--- src/rtl/port_input_debounce_pkg.sv ---
// Shared constants and sizing helpers for the SoC port input path.
package port_io_pkg;

   localparam int unsigned PORT_WIDTH        = 8;
   localparam int unsigned DEBOUNCE_TICK_DIV = 1024;
   localparam int unsigned DEBOUNCE_TICKS    = 16;

   // Counter must hold 0..ticks-1 with headroom, matching the legacy sizing.
   function automatic int unsigned cnt_width(input int unsigned ticks);
      return $clog2(ticks) + 1;
   endfunction

   // A divide-by-1 prescaler still needs a one-bit register.
   function automatic int unsigned presc_width(input int unsigned div);
      return (div > 1) ? $clog2(div) : 1;
   endfunction

endpackage

--- src/rtl/port_input_debounce_debounce_bit.sv ---
// One pin: two-flop synchronizer, tick-driven debounce counter and press/update events.
module debounce_bit
   import port_io_pkg::*;
#(
   parameter int unsigned DEBOUNCE_TICKS = port_io_pkg::DEBOUNCE_TICKS
) (
   input  logic clk,
   input  logic reset,
   input  logic pin_n,
   input  logic tick,
   output logic stable,
   output logic press,
   output logic update
);

   localparam int unsigned       CW      = cnt_width(DEBOUNCE_TICKS);
   localparam logic [CW-1:0]     CNT_MAX = CW'(DEBOUNCE_TICKS - 1);

   logic          s1;
   logic          s2;
   logic          level;
   logic [CW-1:0] cnt;

   assign level  = ~s2;
   // The accepting edge is the last tick of a full mismatch run.
   assign update = tick && (level != stable) && (cnt == CNT_MAX);
   assign press  = update && level;

   always_ff @(posedge clk) begin
      if (reset) begin
         s1     <= 1'b1;
         s2     <= 1'b1;
         cnt    <= '0;
         stable <= 1'b0;
      end else begin
         s1 <= pin_n;
         s2 <= s1;
         if (level == stable) begin
            cnt <= '0;
         end else if (tick) begin
            if (cnt == CNT_MAX) begin
               stable <= level;
               cnt    <= '0;
            end else begin
               cnt <= cnt + CW'(1);
            end
         end
      end
   end

endmodule

--- src/rtl/port_input_debounce.sv ---
// Board pins to SoC input port: shared debounce prescaler, per-bit debouncers, press IRQ latches.
module port_input_debounce
   import port_io_pkg::*;
#(
   parameter int unsigned WIDTH          = PORT_WIDTH,
   parameter int unsigned TICK_DIV       = DEBOUNCE_TICK_DIV,
   parameter int unsigned DEBOUNCE_TICKS = port_io_pkg::DEBOUNCE_TICKS
) (
   input  logic             clk,
   input  logic             reset,
   input  logic [WIDTH-1:0] pins_n,
   output logic [WIDTH-1:0] port_value,
   output logic             changed,
   output logic [WIDTH-1:0] irq,
   input  logic [WIDTH-1:0] irq_clear
);

   localparam int unsigned   PW        = presc_width(TICK_DIV);
   localparam logic [PW-1:0] PRESC_MAX = PW'(TICK_DIV - 1);

   logic [PW-1:0]    presc;
   logic             tick;
   logic [WIDTH-1:0] press;
   logic [WIDTH-1:0] update;

   assign tick = (presc == PRESC_MAX);

   always_ff @(posedge clk) begin
      if (reset) begin
         presc <= '0;
      end else if (tick) begin
         presc <= '0;
      end else begin
         presc <= presc + PW'(1);
      end
   end

   genvar g;
   generate
      for (g = 0; g < WIDTH; g++) begin : g_bit
         debounce_bit #(
            .DEBOUNCE_TICKS (DEBOUNCE_TICKS)
         ) u_bit (
            .clk    (clk),
            .reset  (reset),
            .pin_n  (pins_n[g]),
            .tick   (tick),
            .stable (port_value[g]),
            .press  (press[g]),
            .update (update[g])
         );
      end
   endgenerate

   // Set outranks clear so a press coinciding with a clear is never lost.
   always_ff @(posedge clk) begin
      if (reset) begin
         irq     <= '0;
         changed <= 1'b0;
      end else begin
         irq     <= press | (irq & ~irq_clear);
         changed <= |update;
      end
   end

endmodule
--- config.mk ---
export PLATFORM = sky130hd
export DESIGN_NAME = port_input_debounce
export DESIGN_NICKNAME = d
export VERILOG_FILES = /design/src/rtl/port_input_debounce_pkg.sv /design/src/rtl/port_input_debounce_debounce_bit.sv /design/src/rtl/port_input_debounce.sv
export SDC_FILE = /design/constraint.sdc
export NUM_CORES = 1
export LEC_CHECK = 0
export CORE_MARGIN = 4
export CORE_UTILIZATION = 55
export DETAILED_ROUTE_END_ITERATION = 6
export PLACE_DENSITY_LB_ADDON = 0.12
export SYNTH_ARGS = -nofsm -noshare
export SYNTH_HDL_FRONTEND = slang
export SYNTH_SLANG_ARGS = --single-unit
--- constraint.sdc ---
create_clock -name clk -period 2.27 [get_ports clk]
set_clock_uncertainty 0.05 [all_clocks]
set_input_delay 0.454 -clock clk [delete_from_list [all_inputs] [get_ports clk]]
set_output_delay 0.454 -clock clk [all_outputs]
set_load 0.02 [all_outputs]
* Yosys cells after proc, flatten, opt, wreduce, memory -nomap -nowiden
Index checks and enable logic that the tools add are counted.
Cells by class: $add $sub $neg 9, equality and inequality tests 25, muxes and demuxes 8, bitwise operators 19, reductions and logical operators 42
Operators by type and width (number):
- adder 5 x 1 -> 5 bit, second input constant | 8
- == test 5 x 4 -> 1 bit, second input constant | 8
- 2-to-1 mux 5 bit | 8
- logical AND 1 bit | 24
- AND reduction 3 bit | 8
- OR reduction 2 bit | 9
- inverter 1 bit | 16
- adder 10 x 1 -> 10 bit, second input constant | 1
- == test 10 bit, second input constant | 1
- AND 8 bit | 1
- == test 1 bit | 8
- != test 1 bit | 8
- inverter 8 bit | 1
- bitwise OR 8 bit | 1
- OR reduction 8 bit | 1
Storage, ports and cells: register bits after elaboration 83, input port bits 18, output and inout bits 17, word-level logic and storage cells 138

* Longest topological paths before layout
word-level depth 6, gate-level depth with buffers 7, gate-level depth less buffers 5

* Hierarchy
From an unflattened synthesis, not the netlist that was laid out.
Second synthesis, totals: cell total of the unflattened synthesis 355, area, all modules 3613.5 um^2
Modules (own cells, without submodules):
- debounce_bit | times used 8, cells each 33, area an instance 355.3 um^2, sequential area each 160.2 um^2
- port_input_debounce | times used 1, cells each 91, area an instance 770.7 um^2, sequential area each 380.4 um^2

* Least setup slack after synthesis
Ideal clock, no wire load.
kind reg2reg, start register presc[0], end register irq[5], arrival time 1.664 ns, required time 2.150 ns, slack 0.486 ns, stages on the path, launching flop included 7, buffers on the path 1, clock period less this slack 1.784 ns, cell sequence dfxtp_1 -> ha_1 -> and4_2 -> nand3_4 -> buf_6 -> or4_1 -> a21oi_1
On the way: word-level cells in the longest chain between the ends 5
RTL lines:
- start, declared | RTL line port_input_debounce.sv:21 | logic [PW-1:0] presc;
- start signal, assigned | RTL line port_input_debounce.sv:34 | presc <= presc + PW'(1);
- == test 10 bit | RTL line port_input_debounce.sv:26 | assign tick = (presc == PRESC_MAX);
- logical AND 1 bit (2 in a row) | RTL line port_input_debounce_debounce_bit.sv:26 | assign update = tick && (level != stable) && (cnt == CNT_MAX);
- logical AND 1 bit | RTL line port_input_debounce_debounce_bit.sv:27 | assign press = update && level;
- bitwise OR 8 bit | RTL line port_input_debounce.sv:61 | irq <= press | (irq & ~irq_clear);
- end signal, assigned | RTL line port_input_debounce.sv:61
- end, declared | RTL line port_input_debounce.sv:14 | output logic [WIDTH-1:0] irq,
Every way passes these cells. A chain may end at the register's enable or synchronous reset.

* Worst setup path in the final report
start register presc[0], end register g_bit[4].u_bit.cnt[0]
On the way: word-level cells in the longest chain between the ends 1
RTL lines:
- == test 10 bit | RTL line port_input_debounce.sv:26
- end signal, assigned | RTL line port_input_debounce_debounce_bit.sv:45 | cnt <= cnt + CW'(1);
- end, declared | RTL line port_input_debounce_debounce_bit.sv:22 | logic [CW-1:0] cnt;
Every way passes these cells.

==> metrics.txt <==
first-pass GRT wire length 12,000 um; Post-synth ARST share 0%; fraction of the mapped netlist area in compound gates 12.6%; Synth Area in XOR/XNOR 6.29%; Via Count 2,785; final-report setup violation count 0; number of enable flip-flop cells after synthesis 0; core area 0.00603 sq mm; signal arrival time at the worst endpoint 2.29 ns; cell area reported after detailed placement 0.00385 sq mm; Post-Synthesis Net Count 404; cell area power density 658 mW/mm^2; register area share after synthesis 47.7%; TritonCTS clock tree yes; H-tree depth 3; Hold Buf Count CTS 0; detailed-route DRC error count 0; total routing resource utilization after global routing 19.4%; clock slew seen by the registers of the worst setup and hold paths 0.08 ns; worst relative slew slack 65.8%; main combinational cell family by area after synthesis simple AND/OR/NAND/NOR gates; Tcrit/Tclk final 91.1%; Detailed Routing Iterations Pass 1 4; Min-Delay Path Class reg -> reg; share of post-route cells with drive strength above 1 9.49%; number of flip-flops and latches in the synthesized netlist 83; total congestion overflow 0; Pleak 0.00143 uW; residual antenna-violating net count after detailed routing 0; antenna violations before repair 0; area of the die 0.00767 sq mm; Port Buffers 34; Final WS setup 0.203 ns; Die Width 87.6 um; type of the setup path with the least slack reg -> reg; I/O pin count 35; Req. time, crit path 2.50 ns; Max Slew Vio Count 0; Longest Clk Path Bufs 2; setup slack after placement 0.216 ns; setup repair bufs after CTS 0; Peak Freq 484 MHz; total number of yosys warnings 0; transition time at the pin with the least slew margin 0.514 ns; syn avg cell area 9.23 sq um; area share of and/or/nand/nor cells after synthesis 25.5%; Cell Area, Synth 0.00348 sq mm; post-synthesis mux area share 0%; post-synth cell types 36; Adder-Cell Fraction of Synth Area 3.24%; site row count 28; initial core utilization 57.8%; DP Wirelength 4660 um; CTS buffer count 9; most frequently used flop master after synthesis sky130_fd_sc_hd__dfxtp_1; leading area contributor after synthesis sky130_fd_sc_hd__dfxtp_1; area of all placed cells without fillers 0.00406 sq mm; crit path capture type register; Maximum Capacitance Violations 0; aggregate negative setup slack 0 ns; Synth area leaders sky130_fd_sc_hd__dfxtp_1 (48%), sky130_fd_sc_hd__a21oi_1 (5.6%), sky130_fd_sc_hd__xor2_1 (4.8%); final net count 433; largest net degree at the start of global routing 51; clock latency of the later-clocked register in the worst-skew pair 0.34 ns; final routed wire length divided by cell count 14.6 um; routability cong. 0.771; Diodes inserted 0; highest net fanout along the worst path 38; vertical extent of the die 87.6 um; Max IR drop VDD 0.000674 V; final hold viol count 0; sinks on the clock net 83; setup repair after global routing missed its margin no; sum of internal, switching and leakage power 2670 uW; first-iteration detailed-routing DRC count 128; cts repair resizes 0; number of fill cells 525; post-detailed-route via-to-cell ratio 5.73; number of global-route vias before repair 2,617; most frequent cells in the layout sky130_fd_sc_hd__dfxtp_1 (83), sky130_fd_sc_hd__a21oi_1 (39), sky130_fd_sc_hd__clkdlybuf4s50_1 (33); wirelength, routed 7080 um; area share of the largest cell type after synthesis 47.7%; run status completed; synthesized netlist cell count 377; kind of launch point of the worst setup path register; area growth from synthesis to final layout 16.7%; clk root buf sky130_fd_sc_hd__clkbuf_8; most common cell after layout, fill and taps aside sky130_fd_sc_hd__dfxtp_1; crit path time final 2.07 ns
==> final cells by class <==
cell class / count / area (sq um) / share of cell area (%)
clock buffer: 12 / 165 / 4.07
clock inverter: 4 / 47.5 / 1.17
inverter: 3 / 11.3 / 0.277
multi-input combinational: 265 / 1660 / 40.9
sequential: 83 / 1660 / 40.9
tap: 75 / 93.8 / 2.31
timing repair buffer: 44 / 423 / 10.4
==> synth_stat cells, drive strengths merged, types with 2 or more instances <==
| cell | instances |
|---|---|
| o21ai | 10 |
| nand3 | 22 |
| and3 | 6 |
| buf | 16 |
| o22ai | 3 |
| nand4b | 8 |
| or4 | 12 |
| nor2 | 26 |
| and2 | 2 |
| nand4 | 11 |
| nand2b | 12 |
| xor2 | 19 |
| a311oi | 9 |
| o2111a | 2 |
| nor3 | 6 |
| clkbuf | 10 |
| a21oi | 39 |
| inv | 3 |
| ha | 9 |
| or2 | 16 |
| a41oi | 2 |
| nand2 | 27 |
| or3 | 9 |
| o211a | 4 |
| and4 | 2 |
| xnor2 | 6 |
| dfxtp | 83 |
==> through the flow <==
step | hold slack (ns) | util (%) | std cells
global placement | 0.340 | 63.9 | 470
floorplan | 0.333 | - | 377
detailed placement | 0.347 | 63.9 | 470
CTS | 0.367 | 67.4 | 486
global route | 0.374 | 67.4 | 486
finish | 0.364 | 67.4 | 486
==> flip-flops by register name, indices dropped and copies added, names as in the netlist <==
register / count
presc: 10
g_bit.u_bit.cnt: 40
g_bit.u_bit.s1: 8
g_bit.u_bit.s2: 8
g_bit.u_bit.stable: 8
irq: 8
changed: 1
==> power by group <==
group,total [uW],internal [uW],switching [uW]
logic,83.3,46.2,37.2
clock network,1110,595,510
registers,1480,1470,10.7
==> worst paths after layout <==
| check | startpoint | endpoint | slack (ns) | cells past startpoint |
|---|---|---|---|---|
| hold / removal | g_bit[6].u_bit.s1 | g_bit[6].u_bit.s2 | 0.36 | 1 |
| setup / recovery | presc[0] | g_bit[4].u_bit.cnt[0] | 0.20 | 6 |
| setup reg to reg | presc[0] | g_bit[4].u_bit.cnt[0] | 0.20 | 6 |
| hold reg to reg | g_bit[6].u_bit.s1 | g_bit[6].u_bit.s2 | 0.36 | 1 |
==> critical path, stage by stage (launching register included) <==
cell	delay, ns
sky130_fd_sc_hd__dfxtp_1	0.38
sky130_fd_sc_hd__ha_1	0.17
sky130_fd_sc_hd__and4_2	0.27
sky130_fd_sc_hd__nand3_4	0.33
sky130_fd_sc_hd__buf_4	0.31
sky130_fd_sc_hd__or3_1	0.34
sky130_fd_sc_hd__a21oi_1	0.14
==> routing by layer <==
metal | up-vias | global-route usage, % | wire (um)
met3 | 10 | 3.10 | 337
li1 | 1401 | - | -
met2 | 75 | 31.2 | 3220
met4 | 0 | 7.95 | 103
met1 | 1299 | 26.1 | 3420
met5 | - | 0 | 0
==> kinds of logic after synthesis <==
group	count (synthesis)
simple gates	160
compound gates	71
xor+xnor	25
flops	83
buf+inv	29
fa+ha+maj	9
Power figures use the tool's default switching activity.
